$ cat src/rtl/av_pkt_pkg.sv
// Payload type codes shared with the receiver, scheduler FSM encoding and
// the default aux payload size.
package av_pkt_pkg;

  localparam logic [7:0] VIDEO = 8'h00;
  localparam logic [7:0] AUDIO = 8'h01;
  localparam logic [7:0] VIDAX = 8'h02;

  localparam int AUX_WORDS_DEFAULT = 32;

  typedef enum logic [1:0] {
    S_IDLE      = 2'd0,
    S_ISSUE     = 2'd1,
    S_WAIT_DONE = 2'd2,
    S_GAP       = 2'd3
  } sched_state_t;

  // Video packets carry no aux words; audio and vidax carry a full aux block.
  function automatic logic [5:0] aux_words_for(input logic [7:0] ptype, input int aux_words);
    return (ptype == VIDEO) ? 6'd0 : 6'(aux_words);
  endfunction

endpackage

$ cat src/rtl/sched_timer.sv
// Loadable down-counter with a one-cycle expiry indication, shared by the
// inter-frame gap and the tx_done watchdog.
module sched_timer #(
  parameter int W = 12
) (
  input  logic         clk,
  input  logic         rst,
  input  logic         load,
  input  logic [W-1:0] load_val,
  input  logic         en,
  output logic         expire
);

  logic [W-1:0] count;

  always_ff @(posedge clk) begin
    if (rst) begin
      count <= '0;
    end else if (load) begin
      count <= load_val;
    end else if (en && (count != '0)) begin
      count <= count - W'(1);
    end
  end

  // Expiry fires on the last counted cycle, so a load of N spans N enabled cycles.
  assign expire = en && (count == W'(1));

endmodule

$ cat src/rtl/gmii_tx_sched.sv
// GMII-domain transmit scheduler: picks video/audio/vidax packets and paces the
// packet builder. Define SCHED_STATS_EN to add per-type issue counters.
module gmii_tx_sched
  import av_pkt_pkg::*;
#(
  parameter int AUX_WORDS    = AUX_WORDS_DEFAULT,
  parameter int AUX_MAX_WAIT = 1024,
  parameter int IFG_CYCLES   = 12,
  parameter int DONE_TIMEOUT = 4095,
  parameter int LVL_W        = 10
) (
  input  logic             clk125,
  input  logic             sys_rst,
  input  logic             enable,
  input  logic             vid_ready,
  input  logic [LVL_W-1:0] aux_level,
  output logic             tx_start,
  output logic [7:0]       tx_type,
  output logic [5:0]       tx_aux_words,
  input  logic             tx_done,
  output logic             sched_idle,
  output logic             tx_timeout
`ifdef SCHED_STATS_EN
  ,
  output logic [15:0]      cnt_video,
  output logic [15:0]      cnt_audio,
  output logic [15:0]      cnt_vidax
`endif
);

  localparam int TMR_W = (DONE_TIMEOUT > IFG_CYCLES) ? $clog2(DONE_TIMEOUT + 1)
                                                     : $clog2(IFG_CYCLES + 1);
  localparam logic [LVL_W-1:0] AUX_LVL  = LVL_W'(AUX_WORDS);
  localparam logic [10:0]      WAIT_MAX = 11'(AUX_MAX_WAIT);
  // The ISSUE cycle counts toward the watchdog, hence one less in the load.
  localparam logic [TMR_W-1:0] WD_LOAD  = TMR_W'(DONE_TIMEOUT - 1);
  localparam logic [TMR_W-1:0] GAP_LOAD = TMR_W'(IFG_CYCLES);

  sched_state_t     state;
  logic [10:0]      aux_wait;
  logic             aux_pending;
  logic             decide;
  logic             issue_aux;
  logic [7:0]       next_type;
  logic             tmr_load;
  logic             tmr_en;
  logic             tmr_expire;
  logic [TMR_W-1:0] tmr_val;

  assign aux_pending = (aux_level >= AUX_LVL);

  always_comb begin
    decide    = 1'b0;
    next_type = VIDEO;
    if ((state == S_IDLE) && enable) begin
      if (vid_ready) begin
        decide    = 1'b1;
        next_type = aux_pending ? VIDAX : VIDEO;
      end else if (aux_pending && (aux_wait == WAIT_MAX)) begin
        decide    = 1'b1;
        next_type = AUDIO;
      end
    end
  end

  assign issue_aux = decide && (next_type != VIDEO);

  // One timer serves both roles: watchdog armed in ISSUE, gap armed on leaving WAIT_DONE.
  always_comb begin
    tmr_load = 1'b0;
    tmr_val  = GAP_LOAD;
    tmr_en   = (state == S_WAIT_DONE) || (state == S_GAP);
    if (state == S_ISSUE) begin
      tmr_load = 1'b1;
      tmr_val  = WD_LOAD;
    end else if ((state == S_WAIT_DONE) && (tx_done || tmr_expire)) begin
      tmr_load = 1'b1;
      tmr_val  = GAP_LOAD;
    end
  end

  sched_timer #(
    .W(TMR_W)
  ) u_timer (
    .clk      (clk125),
    .rst      (sys_rst),
    .load     (tmr_load),
    .load_val (tmr_val),
    .en       (tmr_en),
    .expire   (tmr_expire)
  );

  always_ff @(posedge clk125) begin
    if (sys_rst) begin
      state        <= S_IDLE;
      tx_start     <= 1'b0;
      tx_type      <= VIDEO;
      tx_aux_words <= 6'd0;
      sched_idle   <= 1'b1;
      tx_timeout   <= 1'b0;
    end else begin
      case (state)
        S_IDLE: begin
          if (decide) begin
            state        <= S_ISSUE;
            tx_start     <= 1'b1;
            tx_type      <= next_type;
            tx_aux_words <= aux_words_for(next_type, AUX_WORDS);
            sched_idle   <= 1'b0;
          end
        end
        S_ISSUE: begin
          tx_start <= 1'b0;
          state    <= S_WAIT_DONE;
        end
        S_WAIT_DONE: begin
          if (tx_done) begin
            state <= S_GAP;
          end else if (tmr_expire) begin
            tx_timeout <= 1'b1;
            state      <= S_GAP;
          end
        end
        S_GAP: begin
          if (tmr_expire) begin
            state      <= S_IDLE;
            sched_idle <= 1'b1;
          end
        end
        default: state <= S_IDLE;
      endcase
    end
  end

  // Starvation timer for audio: only advances while idle and video-starved.
  always_ff @(posedge clk125) begin
    if (sys_rst) begin
      aux_wait <= 11'd0;
    end else if (!aux_pending || issue_aux) begin
      aux_wait <= 11'd0;
    end else if ((state == S_IDLE) && enable && !vid_ready && (aux_wait != WAIT_MAX)) begin
      aux_wait <= aux_wait + 11'd1;
    end
  end

`ifdef SCHED_STATS_EN
  always_ff @(posedge clk125) begin
    if (sys_rst) begin
      cnt_video <= 16'd0;
      cnt_audio <= 16'd0;
      cnt_vidax <= 16'd0;
    end else if (tx_start) begin
      case (tx_type)
        VIDEO:   cnt_video <= cnt_video + 16'd1;
        AUDIO:   cnt_audio <= cnt_audio + 16'd1;
        VIDAX:   cnt_vidax <= cnt_vidax + 16'd1;
        default: ;
      endcase
    end
  end
`endif

endmodule

$ cat config.mk
export PLATFORM = sky130hd
export DESIGN_NAME = gmii_tx_sched
export DESIGN_NICKNAME = d
export VERILOG_FILES = /design/src/rtl/av_pkt_pkg.sv /design/src/rtl/sched_timer.sv /design/src/rtl/gmii_tx_sched.sv
export SDC_FILE = /design/constraint.sdc
export NUM_CORES = 1
export LEC_CHECK = 0
export CORE_AREA = 2 2 94 51
export CTS_CLUSTER_DIAMETER = 60
export DETAILED_ROUTE_END_ITERATION = 8
export DIE_AREA = 0 0 96 53
export PLACE_DENSITY = 0.74
export RECOVER_POWER = 25
export SYNTH_ARGS = -nofsm -noshare
export SYNTH_HDL_FRONTEND = slang
export SYNTH_HIERARCHICAL = 1
export SYNTH_SLANG_ARGS = --single-unit
export TNS_END_PERCENT = 50
$ cat constraint.sdc
create_clock -name clk125 -period 2.9 [get_ports clk125]
set_input_delay 0.58 -clock clk125 [delete_from_list [all_inputs] [get_ports clk125]]
set_output_delay 0.58 -clock clk125 [all_outputs]
set_load 0.01 [all_outputs]
==> results.py <==
metrics = {
    "worst_setup_path": {
        "critical_path.max_stage_delay_ps": 360,
        "worstSetupEndpointType": "flop",
        "timing.critical_path.from_type": "flop",
        "critPathRequiredTime_ps": 3080,
        "cp.arrival_ps": 2620,
        "crit_path_frequent_cell": "inv_1",
        "worstPathMaxFanout": 12,
        "crit_buf_inv": 2,
        "crit_family": "simple AND/OR/NAND/NOR gates",
        "setup.worst_path.class": "reg2reg",
        "path_cells": "inv_1 -> ha_1 -> or2_2 -> and4_1 -> o21ai_0 -> nand2b_1 -> inv_1 -> o32ai_1 -> a311oi_1",
        "timing.critical_path.slowest_stage_cell": "dfxtp_1",
    },
    "final_layout": {
        "area_delta_synth_final_pct": 14.16,
        "num-nets-final": 275,
        "layout-drive-gt1-share_pct": 9.562,
        "ff_latch_area_um2": 620.6,
        "antennaDiodeCount": 0,
        "multi_input_comb_area_mm2": 0.001192,
        "layout_common_cells": "nor2_1, dfxtp_1, a21oi_1, conb_1, nand2_1",
        "final_core_utilization_pct": 52.44,
        "final.fill_count": 396,
    },
    "logic_synthesis": {
        "muxShareOfSynthArea_pct": 1.030,
        "synth_simple_gate_area_share_pct": 29.28,
        "asyncSetResetFlopFracSynth_pct": 0,
        "postSynthRegisterBits": 31,
        "yosys.area_share.adder_pct": 6.435,
        "ys.flop_type": "dfxtp_1",
        "number_of_enable_type_register_cells_in_the_synthesized_netlist": 0,
        "mean_post_synth_cell_area_um2": 8.381,
        "count_of_synthesis_stage_warnings_from_yosys": 6,
        "synth.cell_area_mm2": 0.001944,
        "syn-instance-count": 232,
        "synth_compound_area_share_pct": 17.12,
        "yosys.cell_types.count": 51,
        "synth_top_family_by_area": "simple AND/OR/NAND/NOR gates",
        "xor_xnor_cell_area_share_of_the_yosys_netlist_pct": 4.955,
        "synth_seq_area_share_pct": 31.92,
    },
    "route": {
        "ant_nets": 0,
        "detail_route.drc_violations": 0,
        "drt_pass1_iterations": 4,
        "initialDrtViolationCount": 130,
        "drt-wirelength-per-cell_um": 13.40,
        "dr_total_vias": 1646,
        "drt-total-wl_um": 4126,
        "routed_via_density": 5.344,
    },
    "pwr": {
        "internal_power_mw": 1.174,
        "power.combinational.fraction_pct": 46.3,
        "total_leakage_power_nw": 0.8228,
        "totalPowerFinal_mw": 1.985,
        "swShare_pct": 40.85,
        "netSwitchingPower_mw": 0.8108,
        "peak_supply_drop_mv": 0.3688,
        "clock_group_share_of_total_power_pct": 22.6,
        "cell_area_power_density_mw_per_mm2": 894.2,
        "p_seq_share_pct": 31.1,
    },
    "timing": {
        "layout_worst_path_cycle_share_pct": 83.93,
        "finalHoldViolations": 0,
        "worst_pin_slew_ps": 610.1,
        "achievable-frequency_ghz": 0.4108,
        "setup_viol_count_final": 0,
        "layout_min_cycle_time_ps": 2434,
        "setup_slack_ps": 465.9,
        "clock_skew_ps": 12.31,
        "grt_setup_unrepaired": "false",
        "report.final.slew_viol_count": 0,
        "max_slew_margin_pct": 58.75,
        "fin_setup_tns_ps": 0,
    },
    "clock_tree": {
        "ctsLongestPathBuffers": 2,
        "deepest_level_of_the_cts_h_tree": 2,
        "cts-resized-gates": 0,
        "cts_tree": "built",
        "tritoncts_num_sinks": 31,
        "numCtsBuffers": 5,
        "clk_root_buffer_cell": "clkbuf_8",
        "cts.reportedPaths.clkPinSlew_ps": 70,
        "clk-insertion-delay-late_ps": 300,
        "ctsHoldBuffers": 0,
        "post-cts-setup-buffer-count": 0,
    },
    "hold_path": {
        "hold_path_class": "reg2reg",
    },
    "job": {
        "maxCapViolCount": 0,
    },
    "floorplan": {
        "dieArea_mm2": 0.005088,
        "floorplan.io_pins": 32,
        "start_util_pct": 45.94,
        "die-height_um": 53,
        "core-area_mm2": 0.004233,
        "die_width_um": 96,
        "rows": 17,
    },
    "placed_design": {
        "pre_cts_ws_ps": 517.9,
        "io_buffer_count": 15,
        "dp_hpwl_um": 3060,
        "place_congestion": 0.8769,
    },
    "global_routing": {
        "grt_first_pass_wirelength_um": 6734,
        "grt_overflow": 0,
        "first_global_vias": 1376,
        "maximum_number_of_pins_on_one_net_before_global_route_repair": 17,
        "track_usage_pct": 18.11,
        "antenna_violations_before_repair": 0,
    },
    "outcome": {
        "status": "complete, no violations",
    },
}
-- cell usage after synthesis, types with 3 or more instances --
| master | count | area share [%] |
|---|---|---|
| or4_1 | 4 | 1.5 |
| nor3b_1 | 4 | 1.5 |
| a21oi_1 | 15 | 3.9 |
| inv_1 | 10 | 1.9 |
| nor4_1 | 7 | 2.3 |
| a311oi_1 | 3 | 1.4 |
| xnor2_1 | 6 | 2.7 |
| nand4_1 | 3 | 0.97 |
| nor2_1 | 31 | 6.0 |
| nor3_1 | 7 | 1.8 |
| buf_4 | 11 | 4.2 |
| nand3_1 | 6 | 1.5 |
| clkbuf_1 | 4 | 0.77 |
| or3_1 | 6 | 1.9 |
| dfxtp_1 | 31 | 32 |
| buf_2 | 3 | 0.77 |
| o21ai_0 | 8 | 2.1 |
| nand2b_1 | 5 | 1.6 |
| nand2_1 | 11 | 2.1 |
| ha_1 | 10 | 6.4 |
| xor2_1 | 5 | 2.3 |
-- final timing paths --
| path | start | endpoint | cells after the start | slack [ps] |
|---|---|---|---|---|
| max | state[0]$_SDFFE_PP0P_ | u_timer/count[1]$_SDFFE_PP0P_ | 9 | 470 |
| min | tx_aux_words[5]$_SDFFE_PP0P_ | tx_aux_words[5]$_SDFFE_PP0P_ | 2 | 460 |
| max reg2reg | state[0]$_SDFFE_PP0P_ | u_timer/count[1]$_SDFFE_PP0P_ | 9 | 470 |
| min reg2reg | tx_aux_words[5]$_SDFFE_PP0P_ | tx_aux_words[5]$_SDFFE_PP0P_ | 2 | 460 |
-- through the flow --
stage	std cells	area (um^2)	hold slack, ps
after floorplan	244	1989	471.6
after global placement	300	2106	450.8
after detailed placement	300	2106	456.7
after CTS	308	2223	466.4
after global routing	308	2220	473.9
final	308	2220	459.1
-- power by group through the flow --
stage / Combinational, mW / Clock (mW) / Sequential [mW]
floorplan: 0.729 / 0 / 0.596
CTS: 0.912 / 0.463 / 0.614
global placement: 0.893 / 0 / 0.621
detailed placement: 0.906 / 0 / 0.621
global route: 1.02 / 0.483 / 0.629
finish: 0.919 / 0.449 / 0.617
-- flip-flops by register name, indices dropped and copies added (netlist names) --
name	flops
state	2
tx_start	1
aux_wait	11
u_timer/count	12
tx_aux_words	1
tx_timeout	1
tx_type	2
sched_idle	1
-- cell families (layout without fill, tap and decap cells) --
| logic type | count (synthesis) | count (layout) |
|---|---|---|
| xor gates and xnor gates | 11 | 11 |
| DFF | 31 | 31 |
| AOI/OAI and AO/OA | 47 | 47 |
| buffers and inverters | 30 | 37 |
| other | 2 | 14 |
| adders and majority gates | 10 | 10 |
| muxes | 2 | 2 |
| and+or+nand+nor | 99 | 99 |
-- metal layers --
metal  wire (um)  share of wire [%]  GRT usage (%)  vias to the layer above
li1            -                  -              -                      846
met1        2255                 55          27.30                      743
met2        1470                 36          22.11                       54
met3         368                8.9          8.405                        3
met4          32               0.78          4.286                        0
met5           0                  0              0                        -
-- final cells by class --
type / count / area share (%)
clock buffers: 6 / 3.720
well taps: 57 / 3.213
clock inverters: 2 / 1.578
inverters: 10 / 1.691
multi-input cells: 183 / 53.72
repair buffers: 19 / 8.117
flip-flops and latches: 31 / 27.96
-- tightest hold or removal path: cells and delay by family (launching register included) --
family             cells  cell delay [ps]
DFF                    1              310
AOI/OAI and AO/OA      1               60
and+or+nand+nor        1               50
Note: power is estimated with default switching activity, not from simulation.
